===== src/rtl/adder_pkg.sv =====
// adder_pkg: shared state encoding and sizing constants for the serial adder
package adder_pkg;
  typedef enum logic [1:0] {IDLE = 2'd0, RUN = 2'd1, DONE = 2'd2} state_t;
  localparam int NIBBLE_W = 4;
  localparam int NIBBLES_DEF = 4;
endpackage


===== src/rtl/serial_adder_ctrl_adder.sv =====
// FourBitAdder: 4-bit ripple adder; ports a, b, cin in; sum, cout out
module FourBitAdder (
  input  logic [3:0] a,
  input  logic [3:0] b,
  input  logic       cin,
  output logic [3:0] sum,
  output logic       cout
);
  assign {cout, sum} = {1'b0, a} + {1'b0, b} + {4'b0, cin};
endmodule


===== src/rtl/serial_adder_ctrl.sv =====
// serial_adder_ctrl: nibble-serial add/sub; in clk rst_n start sub a b, out busy done s cout ovf
module serial_adder_ctrl
  import adder_pkg::*;
#(
  parameter int NIBBLES = NIBBLES_DEF
) (
  input  logic                         clk,
  input  logic                         rst_n,
  input  logic                         start,
  input  logic                         sub,
  input  logic [NIBBLE_W*NIBBLES-1:0]  a,
  input  logic [NIBBLE_W*NIBBLES-1:0]  b,
  output logic                         busy,
  output logic                         done,
  output logic [NIBBLE_W*NIBBLES-1:0]  s,
  output logic                         cout,
  output logic                         ovf
);
  localparam int W = NIBBLE_W * NIBBLES;
  localparam int IW = $clog2(NIBBLES + 1);
  state_t state, state_nxt;
  logic [W-1:0] a_reg, b_reg, a_sh, b_sh;
  logic [NIBBLE_W-1:0] a_nib, b_nib, sum;
  logic [IW-1:0] idx;
  logic sub_reg, c, c_out, accept, last;
  always_comb begin
    a_sh = a_reg >> {idx, 2'b00};
    b_sh = b_reg >> {idx, 2'b00};
    a_nib = a_sh[NIBBLE_W-1:0];
    b_nib = b_sh[NIBBLE_W-1:0] ^ {NIBBLE_W{sub_reg}};
    accept = start && (state == IDLE || state == DONE);
    last = idx == IW'(NIBBLES - 1);
    state_nxt = accept ? RUN : (state == RUN) ? (last ? DONE : RUN) : IDLE;
  end
  assign busy = state == RUN;
  assign done = state == DONE;
  FourBitAdder u_add (.a(a_nib), .b(b_nib), .cin(c), .sum(sum), .cout(c_out));
  always_ff @(posedge clk or negedge rst_n)
    if (!rst_n) state <= IDLE;
    else state <= state_nxt;
  always_ff @(posedge clk or negedge rst_n) begin
    if (!rst_n) begin
      a_reg <= '0;
      b_reg <= '0;
      sub_reg <= 1'b0;
      c <= 1'b0;
      idx <= '0;
      s <= '0;
      cout <= 1'b0;
      ovf <= 1'b0;
    end else if (accept) begin
      a_reg <= a;
      b_reg <= b;
      sub_reg <= sub;
      c <= sub;
      idx <= '0;
    end else if (busy) begin
      c <= c_out;
      idx <= idx + 1'b1;
      for (int i = 0; i < NIBBLES; i++)
        if (idx == IW'(i)) s[i*NIBBLE_W +: NIBBLE_W] <= sum;
      if (last) begin
        cout <= c_out;
        ovf <= (a_reg[W-1] == (b_reg[W-1] ^ sub_reg)) && (sum[NIBBLE_W-1] != a_reg[W-1]);
      end
    end
  end
endmodule

===== config.mk =====
export PLATFORM = sky130hd
export DESIGN_NAME = serial_adder_ctrl
export DESIGN_NICKNAME = d
export VERILOG_FILES = /design/src/rtl/adder_pkg.sv /design/src/rtl/serial_adder_ctrl_adder.sv /design/src/rtl/serial_adder_ctrl.sv
export SDC_FILE = /design/constraint.sdc
export NUM_CORES = 1
export LEC_CHECK = 0
export CORE_MARGIN = 4
export CORE_UTILIZATION = 55
export CTS_BUF_LIST = sky130_fd_sc_hd__clkbuf_2 sky130_fd_sc_hd__clkbuf_4 sky130_fd_sc_hd__clkbuf_8
export DETAILED_ROUTE_END_ITERATION = 6
export PLACE_DENSITY = 0.81
export RECOVER_POWER = 100
export SYNTH_ARGS = -nofsm -noshare
export SYNTH_HDL_FRONTEND = slang
export SYNTH_SLANG_ARGS = --single-unit

===== constraint.sdc =====
create_clock -name clk -period 4.8 [get_ports clk]
set_clock_uncertainty 0.1 [all_clocks]
set_input_delay 1.2 -clock clk [delete_from_list [all_inputs] [get_ports clk]]
set_output_delay 1.2 -clock clk [all_outputs]
set_load 0.005 [all_outputs]

# == After elaboration in Yosys (flattened, before gate mapping) ==
# Index checks and enable logic that the tools add are counted.
# Widths: inputs -> output; s select.
# op_classes
n_mux,7
n_mul,0
shift,2
n_lt_le_gt_ge,0
n_addsub,3
reduce_logical,10
bitwise_logic,3
n_eq_ne,7
div,0
# ops
op,n
$shr 16x5->4,2
$reduce_and 3->1,4
$eq 3x2->1 const B,2
$mux 2,3
$mux 3,2
$add 4x4->5,1
$add 5x1->5,1
$xor 4x4->4,1
$add 3x1->3 const B,1
$eq 3x1->1 const B,1
$logic_not 3->1,1
$eq 2x1->1 const B,1
$eq 2x2->1 const B,1
$logic_and 1x1->1,2
$logic_not 2->1,1
$mux 1,2
$reduce_bool 2->1,1
$eq 1x1->1,1
$logic_or 1x1->1,1
$ne 1x1->1,1
$not 1->1,1
$xor 1x1->1,1
# totals
latch_bits,0
mem_bits_ro,0
mem_bits_rw,0
output_inout_bits,20
reg_bits,57
memories,0

# == Depth between registers and ports, before layout ==
# Gate-level depths: netlist of the first run.
# depth
word_depth,6
depth_mapped,10
ltp_nobuf,9

# == Hierarchy ==
# From an unflattened synthesis of the first run, not the netlist that was laid out.
# hier_totals
cells_unflattened,263
area_unflattened_um2,2800.2
# modules_own_cells
module,instances,area_per_inst_um2,cells_per_inst,seq_area_each_um2
serial_adder_ctrl,1,2656.3,247,1426.4
FourBitAdder,1,143.9,16,0.0

# == Worst setup path before layout of the first run ==
# Ideal clock, no wire load.
# synth_timing
path_kind,register to register
start,register idx[0]
end,register s[13]
required_ns,4.575
path_buffers,0
arrival_time_ns,2.233
path_stages_with_launch,8
setup_time_ns,0.125
setup_slack_ns,2.342
cell_sequence,dfrtp_1 mux4_2 nand2_1 xor2_1 fa_1 inv_1 fa_1 mux2_2
# synth_via
elab_chain_cells,4
elab_cells_between_ends,7
# synth_lines
element,line,source
from (decl),serial_adder_ctrl.sv:24,logic [IW-1:0] idx;
from (signal assigned),serial_adder_ctrl.sv:59,idx <= idx + 1'b1;
$shr 16x5->4,serial_adder_ctrl.sv:28,"b_sh = b_reg >> {idx, 2'b00};"
$xor 4x4->4,serial_adder_ctrl.sv:30,b_nib = b_sh[NIBBLE_W-1:0] ^ {NIBBLE_W{sub_reg}};
$add 4x4->5 (*),serial_adder_ctrl_adder.sv:9,"assign {cout, sum} = {1'b0, a} + {1'b0, b} + {4'b0, cin};"
$add 5x1->5 (*),serial_adder_ctrl_adder.sv:9,
via sum[1],serial_adder_ctrl.sv:23,"logic [NIBBLE_W-1:0] a_nib, b_nib, sum;"
"to (signal, indexed assignment)",serial_adder_ctrl.sv:61,if (idx == IW'(i)) s[i*NIBBLE_W +: NIBBLE_W] <= sum;
to (decl),serial_adder_ctrl.sv:15,"output logic [NIBBLE_W*NIBBLES-1:0] s,"
# The timed path passes the listed nets; every way through them passes the cells marked *.
# A chain may end at the register's enable or synchronous reset.

# == Worst setup path in the final report of the first run ==
# layout_timing
start,input start
end,register c
# layout_via
elab_chain_cells,2
elab_cells_between_ends,3
# layout_lines
element,line,source
from (decl),serial_adder_ctrl.sv:9,"input logic start,"
$logic_and 1x1->1 (*),serial_adder_ctrl.sv:31,accept = start && (state == IDLE || state == DONE);
$mux 1 or $reduce_bool 2->1 (tied branches),n/a,
to (signal assigned),serial_adder_ctrl.sv:55,c <= sub;
to (signal assigned),serial_adder_ctrl.sv:58,c <= c_out;
to (decl),serial_adder_ctrl.sv:25,"logic sub_reg, c, c_out, accept, last;"
# Every way passes the cells marked *; elsewhere a longest branch is shown, timed or not.

==> run_results.csv, run 1 <==
group,metric,value,unit
timing,worst_pin_slew,1.652,ns
final_layout,fin_util,74.50,%
floorplan,ios,56,
status,violations,"capacitance limit, slew limit",
global_route,overflow,0,
status,outcome,"finished with violations",
setup_path,crit_path_cell_trace,"dlygate4sd3_1 -> nor2b_2 -> nor2_1 -> a22oi_1 -> o21ai_0",
floorplan,start_util,58.50,%
global_route,grt_pass1_vias,1801,
timing,relSlewSlack,-10.61,%
routing,wire_per_inst,15.60,um
setup_path,cp-start-kind,"primary input",
global_route,grt_pass1_wl,8307,um
setup_path,path_class,"in -> reg",
cts,postCtsSetupRepairBufs,0,
floorplan,coreArea,4504,um2
final_layout,syn_to_final_growth,27.35,%
floorplan,die_y,77.22,um
setup_path,cp.required,4.90,ns
floorplan,num_rows,24,
synth,synthesis.nets,240,
placed_design,pre_cts_slack,1.636,ns
setup_path,cp_slowest_cell,"nor2b_2",
timing,fmax,0.2901,GHz
floorplan,die_area,5962,um2
global_route,grt_max_degree,37,
flow_run,maxCapViolCount,1,
synth,synth_cells,194,
routing,viasPerCell,5.419,
setup_path,rr_worst_depth,9,
final_layout,layout_common_cells,"dfrtp_1, mux2_2, clkdlybuf4s50_1",
final_layout,nets,300,
cts,cts_tree,"done",
timing,rsz0062_at_grt,"false",
timing,period_needed,3.447,ns
final_layout,layout_commonest_cell,"dfrtp_1",
timing,whs,0.3713,ns
final_layout,drive_above_1_share,24.03,%
timing,finalHoldViolations,0,
setup_path,cp.arrival,3.55,ns
timing,layout_worst_path_cycle_share,71.81,%
cts,cts.repair.resized,0,
setup_path,crit_buf_inv,1,
final_layout,n_antenna_cell,0,
cts,insertion_delay,0.33,ns
setup_path,r2r_slack,1.72,ns
setup_path,cp-endpoint,"c",
cts,numCtsBuffers,9,
routing,drt_iter0_markers,69,
global_route,track_usage,17.78,%
setup_path,cp-end-kind,"flop",
timing,final_max_slew_viol_count,37,
synth,ys_types,36,
cts,cts-htree-levels,3,
routing,routed_wirelength,4836,um
setup_path,slowest_delay,1.26,ns
cts,hold_buffers,0,
routing,antenna_left,0,
synth,syn_avg_cell_area,13.58,um2
final_layout,fillCellCount,320,
synth,syn_area,2635,um2
setup_path,cp.depth,5,
timing,tns,0,ns
worst_hold_path,min_path_type,"reg -> reg",
cts,clock_sinks,57,
setup_path,r2r_end,"cout",
synth,seq_area_frac_synth,54.13,%
power,p_per_area,760.2,nW/um2
placed_design,gp_congestion,0.7907,
power,total_power,2551,uW
setup_path,worstPathMaxFanout,36,
power,max-vdd-ir-drop,0.0004107,V
setup_path,cp_top_family,"simple AND/OR/NAND/NOR gates",
placed_design,dp_hpwl,3488,um
cts,path_clk_slew,0.06,ns
setup_path,rr_startpoint,"idx[0]",
routing,firstDrtPassIters,4,
timing,worst_slack,1.353,ns
cts,cts_buffer_depth,2,
synth,synth_seq_cells,57,
global_route,antenna_found_initial,0,
power,p_leak,0.001464,uW
routing,vias,1680,
setup_path,startpoint,"start",
timing,setup_viol,0,
floorplan,die_w,77.22,um
placed_design,port_buffers,55,
synth,yosysWarnings,0,
cts,cts_root_buffer,"clkbuf_8",
routing,drc,0,
worst min-delay path by stage:
stage / from / endpoint / slack (ns) / cells after the start
after floorplan: a_reg[4] / a_reg[4] / 0.37 / 1
after global placement: s[11] / s[11] / 0.36 / 2
after detailed placement: s[8] / s[8] / 0.37 / 2
after CTS: s[11] / s[11] / 0.38 / 2
after global routing: s[8] / s[8] / 0.41 / 2
final: s[7] / s[7] / 0.37 / 2
cells by family (layout without fill, tap and decap cells):
group                      after synthesis  count (layout)  share of synthesized area [%]
AOI/OAI and AO/OA                       25              25                          5.699
xor gates and xnor gates                 6               6                          1.994
adders and majority gates               10              10                          5.318
buffers and inverters                   14              78                          2.848
DFF                                     57              57                          54.13
muxes                                   45              45                          22.93
and+or+nand+nor                         37              37                          7.075
area by class of cell:
cell class	instances	area, um2	share of cell area, %
timing repair buffer	56	548.0	16.33
tap	52	65.06	1.939
clock inverter	4	20.02	0.5966
inverter	7	27.53	0.8203
clock buffer	11	145.1	4.325
multi-input combinational	123	1124	33.48
sequential	57	1426	42.51
report_power, final:
part / total, uW / switching (uW) / internal (uW)
combinational: 1270 / 582 / 687
sequential: 902 / 174 / 729
clock: 380 / 179 / 200
synthesized netlist by cell type:
cell type  number  share of area, %
a21o_1          1              0.29
clkbuf_1        1              0.14
buf_4           3              0.85
o211ai_2        1              0.47
nand3b_1        1              0.29
o21ai_0        14               2.7
or3_1           1              0.24
a21oi_1         4              0.76
or2_1           1              0.24
fa_1            2               1.5
nor2b_1         2              0.47
nor3b_2         1              0.47
mux4_2          6               5.1
nand2b_4        1              0.52
mux4_1          2               2.0
o2111ai_1       1              0.33
o21bai_1        1              0.29
mux2_2         37                16
clkinv_1        1              0.14
xor2_1          2              0.66
and3b_1         1              0.33
buf_6           1              0.43
inv_2           1              0.14
a22oi_1         1              0.29
a21boi_0        1              0.29
dfrtp_1        57                54
nand2_2         1              0.24
a22o_1          1              0.33
inv_1           4              0.57
and2_1          3              0.71
clkinv_2        1              0.19
buf_2           2              0.38
ha_1            8               3.8
nor2_1          3              0.43
xnor2_1         4               1.3
nand2_1        22               3.1
worst reg2reg max path: cells and delay by family (launching register included):
family | cells | cell delay, ns
fa+ha+maj | 2 | 0.61
buf+inv | 1 | 0.06
simple gates | 1 | 0.10
compound gates | 3 | 0.55
mux | 1 | 0.59
xor+xnor | 1 | 0.20
flops | 1 | 0.75
stage by stage:
| step | cell area (um2) | cells |
|---|---|---|
| after floorplan | 2635 | 194 |
| after global placement | 3213 | 295 |
| after detailed placement | 3213 | 295 |
| after CTS | 3378 | 310 |
| after global routing | 3356 | 310 |
| final | 3356 | 310 |
layer usage:
layer / share of wire [%] / global-route usage (%) / routed length, um / vias up
met3: 4.7 / 3.630 / 225 / 11
li1: - / - / - / 808
met4: 1.6 / 6.940 / 79 / 0
met5: 0 / 0 / 0 / -
met2: 50 / 31.17 / 2412 / 48
met1: 44 / 21.37 / 2118 / 813
Power figures use the tool's default switching activity.
==> run 2, diff against run 1 <==
Settings changed: CORE_UTILIZATION 55 to 47, PLACE_DENSITY 0.81 to 0.74.
Clock period 4.8 ns to 2.77 ns, I/O delays scaled along.
==> run 2 against run 1 <==
The run now ends clean. Critical path type is now reg -> reg. Highest routed layer unchanged. Global-route usage shrank 2.7 points. First-iteration DRC count fell by 5.8%. Sequential power up 70%.
==> run_results.csv, run 2 (same netlist as run 1, synthesis figures left out) <==
group,metric,value,unit
setup_path,cp-end-kind,"flop",
setup_path,path_class,"reg -> reg",
global_route,overflow,0,
final_layout,drive_above_1_share,27.00,%
routing,antenna_left,0,
routing,viasPerCell,5.147,
status,outcome,"complete, no violations",
final_layout,layout_common_cells,"dfrtp_1, mux2_2, clkdlybuf4s50_1",
setup_path,slowest_delay,0.50,ns
setup_path,worstPathMaxFanout,4,
cts,clock_sinks,57,
placed_design,dp_hpwl,3734,um
setup_path,crit_buf_inv,1,
floorplan,die_area,6868,um2
worst_hold_path,min_path_type,"reg -> reg",
placed_design,gp_congestion,0.7778,
routing,firstDrtPassIters,4,
timing,rsz0062_at_grt,"false",
routing,wire_per_inst,14.31,um
floorplan,die_y,82.88,um
global_route,grt_max_degree,37,
setup_path,crit_path_frequent_cell,"fa_1",
routing,drc,0,
floorplan,die_w,82.88,um
flow_run,maxCapViolCount,0,
cts,cts_root_buffer,"clkbuf_8",
routing,drt_iter0_markers,65,
placed_design,port_buffers,55,
setup_path,cp_slowest_cell,"mux4_2",
global_route,grt_pass1_wl,8300,um
timing,tns,0,ns
floorplan,start_util,50.00,%
global_route,grt_busiest_layer,"met2",
global_route,grtUsageMet1,18.65,%
timing,final_max_slew_viol_count,0,
setup_path,cp.arrival,2.68,ns
cts,cts_buffer_depth,2,
setup_path,crit_path_cell_trace,"mux4_2 -> nand2_1 -> xor2_1 -> fa_1 -> inv_1 -> fa_1 -> xnor2_1 -> o21ai_0",
cts,insertion_delay,0.33,ns
timing,layout_worst_path_cycle_share,93.26,%
cts,cts.repair.resized,0,
global_route,use_met3,4.257,%
floorplan,num_rows,26,
placed_design,place_inst,317,
timing,fmax,0.3871,GHz
power,max-vdd-ir-drop,0.0006284,V
floorplan,ios,56,
timing,finalHoldViolations,0,
floorplan,coreArea,5270,um2
cts,path_clk_slew,0.06,ns
routing,vias,1714,
timing,setup_viol,0,
global_route,track_usage,15.11,%
setup_path,r2r_slack,0.19,ns
cts,cts_tree,"done",
timing,relSlewSlack,14.06,%
setup_path,cp-start-kind,"flop",
global_route,use_met2,24.05,%
cts,hold_buffers,0,
final_layout,layout_commonest_cell,"dfrtp_1",
final_layout,fin_util,65.67,%
setup_path,cp.required,2.86,ns
global_route,grt_pass1_vias,1743,
final_layout,instances_no_fill,333,
cts,cts-htree-levels,3,
cts,postCtsSetupRepairBufs,0,
global_route,antenna_found_initial,0,
setup_path,cp_top_family,"adder cells",
power,p_per_area,1333,nW/um2
routing,routed_wirelength,4765,um
final_layout,syn_to_final_growth,31.34,%
timing,period_needed,2.583,ns
power,p_leak,0.001508,uW
final_layout,n_antenna_cell,0,
final_layout,nets,304,
timing,worst_pin_slew,1.289,ns
cts,numCtsBuffers,9,
run 2: cell count changes in the layout (fill, tap and decap cells not counted), moves of 2 or more:
| cell | change |
|---|---|
| clkbuf_4 | +2 |
| clkbuf_2 | +2 |
| a21oi_1 | -2 |
| clkinv_2 | -2 |
| a21oi_2 | +2 |
| buf_4 | +2 |
run 2: power by group:
group	switching, uW	internal [uW]
clock network	298	467
logic	1070	1250
registers	262	1270
total	1630	2980
run 2: cell type report:
class / count / area (um2)
fill: 430 / 1809
sequential: 57 / 1426
multi-input combinational: 123 / 1139
timing repair buffer: 60 / 580.6
clock buffer: 13 / 160.2
tap: 70 / 87.58
clock inverter: 3 / 40.04
inverter: 7 / 27.53
run 2: routing by layer:
metal  vias to the layer above  wire [um]  part of all wire (%)
met1                       831       2085                    44
met3                         9        290                   6.1
met4                         0         81                   1.7
li1                        825          -                     -
met5                         -          0                     0
met2                        49       2307                    48
run 2: stage by stage:
step	power (uW)	hold WS [ns]	setup slack [ns]	area (um2)
after detailed placement	3931	0.3707	0.1332	3291
after global routing	5050	0.3907	0.01306	3461
final	4614	0.3703	0.1867	3461
after floorplan	3127	0.2969	0.3124	2635
after global placement	3846	0.3616	0.2228	3291
after CTS	4711	0.2665	0.1143	3491
run 2: final timing paths:
kind,startpoint,to,cells past startpoint
setup reg to reg,idx[0],s[6],8
min in group asynchronous,rst_n,s[0],1
setup / recovery,idx[0],s[6],8
hold reg to reg,s[8],s[8],2
max in group asynchronous,rst_n,a_reg[10],2
hold / removal,s[8],s[8],2
run 2: worst min-delay path, cell delays in order, from the launching register on:
cell and delay, ns:
dfrtp_1 0.34, nand2_1 0.04, o21ai_0 0.06
